[config.mk]
export PLATFORM = sky130hd
export DESIGN_NAME = mpsoc_sysinfo
export DESIGN_NICKNAME = d
export VERILOG_FILES = /design/src/rtl/mpsoc_sysinfo.sv
export SDC_FILE = /design/constraint.sdc
export NUM_CORES = 1
export LEC_CHECK = 0
export CORE_MARGIN = 1
export CORE_UTILIZATION = 50
export DETAILED_ROUTE_END_ITERATION = 10
export PLACE_DENSITY = 0.71
export SETUP_SLACK_MARGIN = 0.5
export SKIP_CTS_REPAIR_TIMING = 1
export SLEW_MARGIN = 15
export SYNTH_ARGS = -nofsm -noshare
export SYNTH_HDL_FRONTEND = slang
export SYNTH_SLANG_ARGS = --single-unit
[constraint.sdc]
create_clock -name clock -period 4.5 [get_ports clock]
set_input_delay 0.45 -clock clock [delete_from_list [all_inputs] [get_ports clock]]
set_output_delay 0.45 -clock clock [all_outputs]
set_load 0.005 [all_outputs]
[src/rtl/mpsoc_sysinfo.sv]
// System-identification and housekeeping slave: build ID registers, uptime counter with
// coherent lo/hi readout, per-CPU scratch registers and one boot-arbitration mutex.
module mpsoc_sysinfo #(
  parameter logic [31:0] SYS_ID    = 32'h0000_0000,
  parameter logic [31:0] TIMESTAMP = 32'h0000_0000,
  parameter int unsigned NUM_CPUS  = 2,
  parameter int unsigned CNT_W     = 48
) (
  input  logic        clock,
  input  logic        reset_n,
  input  logic [3:0]  address,
  input  logic        read,
  input  logic        write,
  input  logic [31:0] writedata,
  output logic [31:0] readdata,
  output logic        readdatavalid
);

  logic [CNT_W-1:0] cnt_q, cnt_d;
  logic             en_q, en_d;
  logic [31:0]      hi_q, hi_d;
  logic [31:0]      scratch_q [NUM_CPUS];
  logic [31:0]      scratch_d [NUM_CPUS];
  logic             locked_q, locked_d;
  logic [7:0]       owner_q, owner_d;
  logic [31:0]      rdata_q, rdata_d;
  logic             rvalid_q, rvalid_d;

  logic        rd_acc;
  logic        clr;
  logic [63:0] cnt_ext;
  logic [31:0] rd_mux;

  // A simultaneous write wins; the read is dropped.
  assign rd_acc  = read & ~write;
  assign cnt_ext = 64'(cnt_q);

  always_comb begin
    rd_mux = '0;
    case (address)
      4'd0: rd_mux = SYS_ID;
      4'd1: rd_mux = TIMESTAMP;
      4'd2: rd_mux = {16'h0000, 8'(CNT_W), 8'(NUM_CPUS)};
      4'd3: rd_mux = {31'h0, en_q};
      4'd4: rd_mux = cnt_ext[31:0];
      4'd5: rd_mux = hi_q;
      4'd6: rd_mux = {16'h0000, owner_q, 7'h00, locked_q};
      default: begin
        for (int i = 0; i < int'(NUM_CPUS); i++) begin
          if (address == 4'(8 + i)) rd_mux = scratch_q[i];
        end
      end
    endcase
  end

  always_comb begin
    cnt_d     = cnt_q;
    en_d      = en_q;
    hi_d      = hi_q;
    scratch_d = scratch_q;
    locked_d  = locked_q;
    owner_d   = owner_q;
    rdata_d   = rdata_q;
    rvalid_d  = rd_acc;
    clr       = 1'b0;

    if (write) begin
      case (address)
        4'd3: begin
          en_d = writedata[0];
          clr  = writedata[1];
        end
        4'd6: begin
          if (writedata[0]) begin
            if (!locked_q) begin
              locked_d = 1'b1;
              owner_d  = writedata[15:8];
            end
          end else if (locked_q && (writedata[15:8] == owner_q)) begin
            locked_d = 1'b0;
            owner_d  = 8'h00;
          end
        end
        default: begin
          for (int i = 0; i < int'(NUM_CPUS); i++) begin
            if (address == 4'(8 + i)) scratch_d[i] = writedata;
          end
        end
      endcase
    end

    // Clear overrides the increment; the increment uses the enable in force before this edge.
    if (clr) begin
      cnt_d = '0;
    end else if (en_q) begin
      cnt_d = cnt_q + CNT_W'(1);
    end

    if (rd_acc) begin
      rdata_d = rd_mux;
      // Snapshot the upper half together with the low read so LO-then-HI is coherent.
      if (address == 4'd4) hi_d = cnt_ext[63:32];
    end
  end

  always_ff @(posedge clock) begin
    if (!reset_n) begin
      cnt_q     <= '0;
      en_q      <= 1'b1;
      hi_q      <= '0;
      scratch_q <= '{default: '0};
      locked_q  <= 1'b0;
      owner_q   <= 8'h00;
      rdata_q   <= '0;
      rvalid_q  <= 1'b0;
    end else begin
      cnt_q     <= cnt_d;
      en_q      <= en_d;
      hi_q      <= hi_d;
      scratch_q <= scratch_d;
      locked_q  <= locked_d;
      owner_q   <= owner_d;
      rdata_q   <= rdata_d;
      rvalid_q  <= rvalid_d;
    end
  end

  assign readdata      = rdata_q;
  assign readdatavalid = rvalid_q;

endmodule

# Word-level counts from Yosys, hierarchy flattened
# Cells that the tools add are included.
dict set report totals {
  register_bits 171
  latch_bits 0
  ram_bits 0
  rom_bits 0
  word_cells 46
  n_memories 0
}
dict set report classes {
  n_addsub 1
  mul 0
  div 0
  n_lt_le_gt_ge 0
  n_eq_ne 10
  n_shift 0
  mux 10
  bitwise 4
  n_reduce_logical 12
}
# operator count
set op_table {}
lappend op_table {{32-bit case mux with 6 select lines} 1}
lappend op_table {{32-bit 2-to-1 mux} 2}
lappend op_table {{48-bit by 1-bit adder with 48-bit output (second input constant)} 1}
lappend op_table {{8-bit 2-to-1 mux} 3}
lappend op_table {{4-bit by 3-bit == test with 1-bit output (second input constant)} 3}
lappend op_table {{3-bit AND reduction} 3}
lappend op_table {{4-bit by 2-bit == test with 1-bit output (second input constant)} 2}
lappend op_table {{4-bit == test (second input constant)} 2}
lappend op_table {{8-bit == test} 1}
lappend op_table {{2-bit OR reduction} 3}
lappend op_table {{4-bit by 1-bit == test with 1-bit output (second input constant)} 1}
lappend op_table {{4-bit logical NOT} 1}
lappend op_table {{1-bit 2-to-1 mux} 4}
lappend op_table {{2-bit AND reduction} 2}
lappend op_table {{4-bit AND reduction} 1}
lappend op_table {{1-bit NOT} 3}
lappend op_table {{2-bit != test (second input constant)} 1}
lappend op_table {{2-bit nonzero test} 1}
lappend op_table {{1-bit AND} 1}
lappend op_table {{1-bit logical AND} 1}

# Logic depth before layout (Yosys ltp)
# Gate-level depths: netlist of run 1.
dict set report depth {
  word_depth 4
  mapped_depth 8
  depth_no_buf 5
}

# Worst setup path after synthesis of run 1
# OpenSTA, ideal clock, no wires.
dict set report synth_path {
  path_type {input to register}
  start {input port address[0]}
  end {register owner_q[6]}
  setup_ns 0.151
  arrival_time_ns 1.972
  required_time_ns 4.349
  slack_ns 2.377
  cell_stages 6
  n_path_buf 2
  cell_sequence {clkbuf_1 > nor2b_1 > clkbuf_1 > nand3_1 > nor4_1 > o2bb2ai_1}
}
dict set report synth_between {
  elab_chain_cells 2
}
# element line_no
set synth_lines {}
lappend synth_lines {{from (decl)} 11} ;# input logic [3:0] address,
lappend synth_lines {{4-bit by 3-bit == test with 1-bit output} 68} ;# case (address)
lappend synth_lines {{4-bit AND reduction (no line)} --}
lappend synth_lines {{to (signal assigned)} 122} ;# owner_q <= owner_d;
lappend synth_lines {{to (decl)} 25} ;# logic [7:0] owner_q, owner_d;
# No other way between the ends.
# A chain may end at the register's enable or synchronous reset.

# Worst setup path in the final report of run 1
dict set report layout_path {
  start {input port address[1]}
  end {register owner_q[4]}
}
# The elaborated chain is that of the path after synthesis.

==> results of run 1 <==
[registers in the layout (all words and copies together), names as in the netlist]
register and flops:
cnt_q 48, en_q 1, hi_q 16, locked_q 1, owner_q 8, readdata 32, readdatavalid 1, scratch_q 64
[final cells by class]
class,count,area [µm²],area share [%]
well taps,184,230,2.54
clock buffers,20,467,5.15
flip-flops and latches,171,3420,37.8
multi-input cells,674,3950,43.6
inverters,11,41.3,0.456
clock inverters,12,115,1.27
repair buffers,87,828,9.14
[worst max path at each step]
stage               start    endpoint  slack (ps)  cells past startpoint
2_1_floorplan  address[0]  owner_q[6]        2380                      6
6_report       address[1]  owner_q[4]        1600                      5
3_5_place_dp   address[1]  owner_q[4]        1160                      5
5_1_grt        address[1]  owner_q[3]        1330                      5
3_3_place_gp   address[1]  owner_q[0]        1220                      5
4_1_cts        address[1]  owner_q[1]        1600                      5
[layer usage]
layer	up-vias	GRT usage, %
li1	3417	-
met1	3291	36.6
met2	187	40.3
met3	14	5.35
met4	0	5.81
met5	-	0
[worst min-delay path, delay by kind of cell (launching register included)]
family	cells	cell delay [ps]
simple gates	1	50
compound gates	1	50
flops	1	310
[cells in the mapped netlist, drive strengths merged, types with 2 or more instances]
| cell | count | area (µm²) |
|---|---|---|
| a2111oi | 2 | 17.5 |
| a21o | 2 | 15.0 |
| a21oi | 109 | 546 |
| a221oi | 8 | 70.1 |
| a222oi | 15 | 150 |
| a22o | 15 | 131 |
| a311oi | 2 | 17.5 |
| a31oi | 2 | 12.5 |
| and2 | 7 | 43.8 |
| and3 | 6 | 37.5 |
| and4 | 8 | 70.1 |
| buf | 14 | 77.6 |
| clkbuf | 61 | 229 |
| dfxtp | 171 | 3420 |
| inv | 11 | 41.3 |
| mux2i | 38 | 380 |
| nand2 | 205 | 769 |
| nand2b | 18 | 113 |
| nand3 | 22 | 110 |
| nand4 | 27 | 175 |
| nor2 | 36 | 135 |
| nor2b | 4 | 25.0 |
| nor3 | 11 | 55.1 |
| nor4 | 18 | 119 |
| nor4b | 2 | 23.8 |
| o211a | 6 | 60.1 |
| o211ai | 3 | 22.5 |
| o21ai | 21 | 105 |
| o221ai | 6 | 52.6 |
| o2bb2ai | 14 | 123 |
| o31ai | 12 | 90.1 |
| or3 | 9 | 56.3 |
| or4 | 16 | 124 |
| xnor2 | 15 | 131 |
| xor2 | 5 | 43.8 |
[through the flow]
| step | utilization, % | total power (W) | worst slack, ps |
|---|---|---|---|
| after floorplan | - | 0.00168 | 2380 |
| after global placement | 57.5 | 0.00178 | 1220 |
| after detailed placement | 57.5 | 0.00178 | 1160 |
| after CTS | 61.4 | 0.00320 | 1600 |
| after global routing | 61.4 | 0.00328 | 1330 |
| final | 61.4 | 0.00319 | 1600 |
[cells by family (layout without fill, tap and decap cells)]
logic type | after synthesis | after routing | synth area share [%]
AND/OR/NAND/NOR | 394 | 394 | 24.8
AO/OA/AOI/OAI | 220 | 220 | 18.7
flip-flops | 171 | 171 | 44.5
buffers and inverters | 86 | 130 | 4.52
multiplexers | 39 | 39 | 5.09
XOR/XNOR | 20 | 20 | 2.28
adder cells (fa/ha/maj) | 1 | 1 | 0.163
[power by group]
part,internal [W],switching [W]
sequential,0.00153,0.0000140
clock,0.000810,0.000627
combinational,0.0000863,0.000116
total,0.00243,0.000757
==> flow_summary.ini, run 1 <==
[run_status]
status = complete, no violations

[routing]
drc = 0
detail_route.iter0.violations = 644
met2_length_mm = 9.42
wl_met3_mm = 1.20
first_pass_iters = 7
wirelength_mm = 20.2
via_count = 6909
viasPerCell = 5.96
wire_per_inst_um = 17.5
highest_layer = met4
ant_nets = 0
wl_met1_mm = 9.46

[global_routing]
grt_max_degree = 61
grt_pass1_vias = 6221
grt_antenna_before_repair = 0
track_usage_pct = 25.8
grt_pass1_wl_mm = 32.7
gr-total-overflow = 0

[floorplan]
dieHeight_um = 126
core_um2 = 14800
start_util_pct = 52.1
dieArea_um2 = 15900
num_io_pins = 73
row_count = 44
die_w_um = 126

[clock_tree]
path_clk_slew_ps = 70
root_buffer = clkbuf_16
cts_tree = done
cts_max_level = 4
cts_sinks = 171
clockBufferDepth = 2
cts-buffers-inserted = 17
clock_latency_ps = 430

[power]
leakagePower_nw = 3.00
irDropWorstVdd_mv = 0.310
pwr_density_cell_nw_per_um2 = 352

[setup_path]
critPathLaunchType = input pin
r2r_cells = 4
cp-end-kind = register
crit_chain = clkdlybuf4s50_1 -> nor2b_1 -> nand4_1 -> nor3_1 -> o2bb2ai_1
cp_top_family = simple AND/OR/NAND/NOR gates
worst-setup-path-type = input pin to register
worstReg2RegEnd = cnt_q[38]
cp.arrival_ps = 3250
crit_buf_inv = 1
critPathMaxFanout = 21
r2r_slack_ps = 2160
crit_required_ps = 4860
cp_slowest_cell = clkdlybuf4s50_1
slowest_delay_ps = 1000
r2r_start = cnt_q[3]

[sta]
fin_crit_sh_pct = 64.3
grt_setup_unrepaired = no
max_clock_freq_mhz = 345
max_slew_margin_pct = 33.3
layout_min_cycle_time_ps = 2900
finalHoldViolCount = 0
skew_ps = 14.3
holdWs_ps = 455
setup_viol = 0
timing.setup.tns_ps = 0
worst_pin_slew_ps = 997
slew_viol_final = 0

[synth]
ys_warn_count = 0
netlist_instances = 931
seq_area_frac_synth_pct = 44.5
syn_avg_cell_area_um2 = 8.26
synthFlopType = dfxtp_1
synthArstFlopShare_pct = 0
synth_area_um2 = 7690
ys_ff_latch = 171
synth_nets = 972
synth-edff-count = 0
yosysUniqueCellTypes = 52

[layout]
drive_gt1_share_pct = 5.95
instances_no_fill = 1159
mostFrequentLayoutCells = nand2_1 (205), dfxtp_1 (171), a21oi_1 (109)
final_common_cell = nand2_1
area_delta_synth_final_pct = 17.8
final_area_um2 = 9060
antenna_cells = 0
nets = 1003
n_fill_cell = 1347

[worst_hold_path]
hold_end = scratch_q[26]
worstHoldStart = scratch_q[26]
hold_depth = 2
hold_class = register to register

[place]
io_buffers = 72
dp.cells = 1127
place_hpwl_mm = 13.7
gp_congestion = 0.839
postPlaceCellArea_um2 = 8480

[job]
cap_violations = 0
(Power assumes the default switching activity.)
==> run 2: changes to the inputs <==
clock period = 2.76 ns   (was 4.5 ns; I/O delays follow)
==> flow_summary.ini, run 2 (synthesis results as in run 1) <==
[run_status]
status = complete, no violations

[layout]
area_delta_synth_final_pct = 19.7
final_common_cell = nand2_1
top_register = scratch_q
final_area_um2 = 9210
n_fill_cell = 1338
seq_area_um2 = 3430
multi_input_area_um2 = 3980
drive_gt1_share_pct = 8.17
mostFrequentLayoutCells = nand2_1 (205), dfxtp_1 (169), a21oi_1 (109)
antenna_cells = 0
nets = 1019
largest_reg_flops = 64

[clock_tree]
root_buffer = clkbuf_16
cts-buffers-inserted = 17
cts_max_level = 4
clock_latency_ps = 440
cts_sinks = 171
path_clk_slew_ps = 70
cts_tree = done
clockBufferDepth = 2

[setup_path]
r2r_slack_ps = 580
r2r_start = cnt_q[26]
critPathMaxFanout = 9
slowest_delay_ps = 760
cp.arrival_ps = 2550
cp-end-kind = register
critPathLaunch = cnt_q[26]
worst-setup-path-type = register to register
cp_slowest_cell = or4_1
worstReg2RegEnd = cnt_q[47]
critPathLaunchType = register
crit_required_ps = 3130
critical_path.endpoint = cnt_q[47]
r2r_cells = 4
crit_chain = nand4_1 -> or4_1 -> nor4_1 -> mux2i_1

[place]
place_hpwl_mm = 14.2
gp_congestion = 0.865
postPlaceCellArea_um2 = 8610
io_buffers = 72

[global_routing]
grt_max_degree = 68
grt_pass1_wl_mm = 33.7
track_usage_pct = 26.9
grt_pass1_vias = 6396
grt_antenna_before_repair = 0
gr-total-overflow = 0

[sta]
setup_viol = 0
slew_viol_final = 0
finalHoldViolCount = 0
max_clock_freq_mhz = 458
grt_setup_unrepaired = yes
fin_crit_sh_pct = 79.2
holdWs_ps = 402
skew_ps = 10.1
layout_min_cycle_time_ps = 2180
max_slew_margin_pct = 54.0
worst_pin_slew_ps = 687
timing.setup.tns_ps = 0

[floorplan]
num_io_pins = 73
start_util_pct = 52.1
core_um2 = 14800
row_count = 44
die_w_um = 126
dieArea_um2 = 15900
dieHeight_um = 126

[routing]
wl_met1_mm = 9.76
ant_nets = 0
detail_route.iter0.violations = 675
via_count = 7056
viasPerCell = 6.01
drc = 0
wirelength_mm = 21.1
highest_layer = met4
met2_length_mm = 9.66
wire_per_inst_um = 17.9
first_pass_iters = 6
wl_met3_mm = 1.39

[power]
irDropWorstVdd_mv = 0.459
leakagePower_nw = 3.09
pwr_density_cell_nw_per_um2 = 565

[worst_hold_path]
hold_class = input pin to register

[job]
cap_violations = 0
## run 2: cell count changes in the layout (fill, tap and decap cells not counted), sizes merged
cell and change:
buf +16, clkbuf -3, inv +5, clkinvlp -2
## run 2: how the worst min path moves through the flow
stage / startpoint / endpoint / slack [ps] / depth (start not counted)
CTS: address[0] / readdata[0] / 390 / 4
global route: writedata[25] / scratch_q[25] / 420 / 3
global placement: hi_q[15] / hi_q[15] / 440 / 2
floorplan: writedata[8] / owner_q[0] / 390 / 1
finish: address[0] / readdata[0] / 400 / 4
detailed placement: scratch_q[30] / scratch_q[30] / 450 / 2
## run 2: layout make-up
| cell class | count | area share [%] |
|---|---|---|
| multi-input cells | 674 | 43.2 |
| flip-flops and latches | 171 | 37.2 |
| repair buffers | 103 | 10.6 |
| clock buffers | 17 | 4.62 |
| well taps | 184 | 2.50 |
| clock inverters | 15 | 1.51 |
| inverters | 11 | 0.448 |
## run 2: per-stage QoR
stage | power (W) | utilization, % | setup WS, ps | instances
global route | 0.00536 | 62.4 | 484 | 1175
detailed placement | 0.00292 | 58.4 | 162 | 1142
CTS | 0.00522 | 62.2 | 514 | 1174
finish | 0.00520 | 62.4 | 575 | 1175
global placement | 0.00292 | 58.4 | 216 | 1142
floorplan | 0.00274 | - | 775 | 931
## run 2: metal layers
| layer | vias up | track usage [%] |
|---|---|---|
| li1 | 3450 | - |
| met1 | 3324 | 37.8 |
| met3 | 23 | 5.31 |
| met5 | - | 0 |
| met4 | 0 | 8.22 |
| met2 | 259 | 41.7 |
## run 2: worst max-delay path, delay by kind of cell, from the launching register on
kind	cells	cell delay, ps
simple gates	3	1390
flops	1	500
mux	1	230
## run 2: power breakdown
group / internal (W) / switching (W)
Sequential: 0.00250 / 0.0000241
Combinational: 0.000152 / 0.000193
Clock: 0.00126 / 0.00108
Total: 0.00391 / 0.00129
==> run 3: changes to the inputs <==
clock period = 2.05 ns   (was 2.76 ns; I/O delays follow)
==> flow_summary.ini, run 3 (synthesis results as in run 1) <==
[run_status]
status = complete, no violations

[floorplan]
die_w_um = 126
dieHeight_um = 126
start_util_pct = 52.1
num_io_pins = 73
dieArea_um2 = 15900
core_um2 = 14800
row_count = 44

[power]
switching_share_pct = 24.4
clkPwrFrac_pct = 45.3
irDropWorstVdd_mv = 0.567
pwr_density_cell_nw_per_um2 = 693
switchingPower_w = 0.00176
seqPwrFrac_pct = 47.0
comb_power_share_pct = 7.7
intPower_w = 0.00544
leakagePower_nw = 3.82
p_total_w = 0.00720

[layout]
top_register = scratch_q
area_delta_synth_final_pct = 35.0
mostFrequentLayoutCells = nand2_1 (202), dfxtp_1 (141), a21oi_1 (103)
n_fill_cell = 1187
nets = 1090
drive_gt1_share_pct = 20.9
final_common_cell = nand2_1
antenna_cells = 0
fin_util_pct = 70.4
largest_reg_flops = 64

[sta]
worst_pin_slew_ps = 410
fin_ws_ps = 54.5
layout_min_cycle_time_ps = 2000
setup_viol = 0
max_clock_freq_mhz = 501
fin_crit_sh_pct = 97.3
finalHoldViolCount = 0
holdWs_ps = 343
skew_ps = 8.12
max_slew_margin_pct = 71.9
grt_setup_unrepaired = yes
slew_viol_final = 0

[clock_tree]
path_clk_slew_ps = 70
clock_latency_ps = 430
cts_sinks = 171
cts_max_level = 4
cts-buffers-inserted = 17
clockBufferDepth = 2
root_buffer = clkbuf_16
cts_tree = done

[place]
place_hpwl_mm = 15.0
gp_congestion = 0.862
io_buffers = 72
post-place-ws_ps = -97.3

[global_routing]
grt_pass1_wl_mm = 35.0
gr-total-overflow = 0
grt_antenna_before_repair = 0
grt_pass1_vias = 6691
track_usage_pct = 27.9
grt_max_degree = 59

[routing]
wirelength_mm = 23.1
first_pass_iters = 6
detail_route.iter0.violations = 714
wire_per_inst_um = 18.6
drc = 0
ant_nets = 0
via_count = 7514
viasPerCell = 6.04

[setup_path]
critPathLaunchType = register
worst-setup-path-type = register to register
critPathMaxFanout = 7
cp-end-kind = register
crit_required_ps = 2410
r2r_cells = 5
cp.arrival_ps = 2360

[worst_hold_path]
hold_depth = 3
hold_class = input pin to register

[job]
cap_violations = 0
[run 3: cell count changes in the layout (fill, tap and decap cells not counted), moves of 8 or more]
| cell | before | now |
|---|---|---|
| buf_4 | 29 | 77 |
| dfxtp_1 | 169 | 141 |
| dfxtp_2 | 2 | 20 |
| nor4_1 | 16 | 2 |
| nor4_4 | 0 | 12 |
| buf_6 | 0 | 11 |
| dfxtp_4 | 0 | 10 |
| buf_12 | 2 | 10 |
[run 3: through the flow]
step | setup TNS [ps] | std cells | cell area (µm²)
2_1_floorplan | 0 | 931 | 7930
6_report | 0 | 1245 | 10400
4_1_cts | 0 | 1210 | 9700
3_3_place_gp | -1220 | 1179 | 9120
3_5_place_dp | -1320 | 1179 | 9120
5_1_grt | 0 | 1245 | 10400
[run 3: power groups by stage]
stage	registers, W	clock network (W)	logic, W
after detailed placement	0.00347	0	0.000503
after CTS	0.00340	0.00330	0.000506
after global routing	0.00339	0.00342	0.000591
after floorplan	0.00347	0	0.000240
final	0.00339	0.00326	0.000554
after global placement	0.00347	0	0.000498
[run 3: worst paths after layout]
kind / from / to / slack, ps
hold / removal: writedata[26] / scratch_q[26] / 340
hold reg to reg: scratch_q[39] / scratch_q[39] / 460
setup reg to reg: cnt_q[2] / cnt_q[34] / 50
setup / recovery: cnt_q[2] / cnt_q[34] / 50
[run 3: worst max-delay path: stages, from the launching register on]
cell	delay (ps)
dfxtp_4	380
nand4_4	160
or4_4	630
buf_4	170
or4_4	420
a21oi_2	160
[run 3: per-layer routing]
metal	GRT usage [%]	vias up	share of wire, %
li1	-	3594	-
met1	38.3	3597	44
met2	44.7	290	49
met3	4.93	33	5.9
met4	8.36	0	1.6
met5	0	-	0
[run 3: final cells by class]
| class | instances | area, µm² | share of cell area (%) |
|---|---|---|---|
| Clock buffer | 18 | 429 | 4.13 |
| Clock inverter | 13 | 158 | 1.52 |
| Inverter | 11 | 41.3 | 0.397 |
| Multi-Input combinational cell | 675 | 4360 | 42.0 |
| Sequential cell | 171 | 3490 | 33.6 |
| Tap cell | 184 | 230 | 2.22 |
| Timing Repair Buffer | 173 | 1680 | 16.2 |
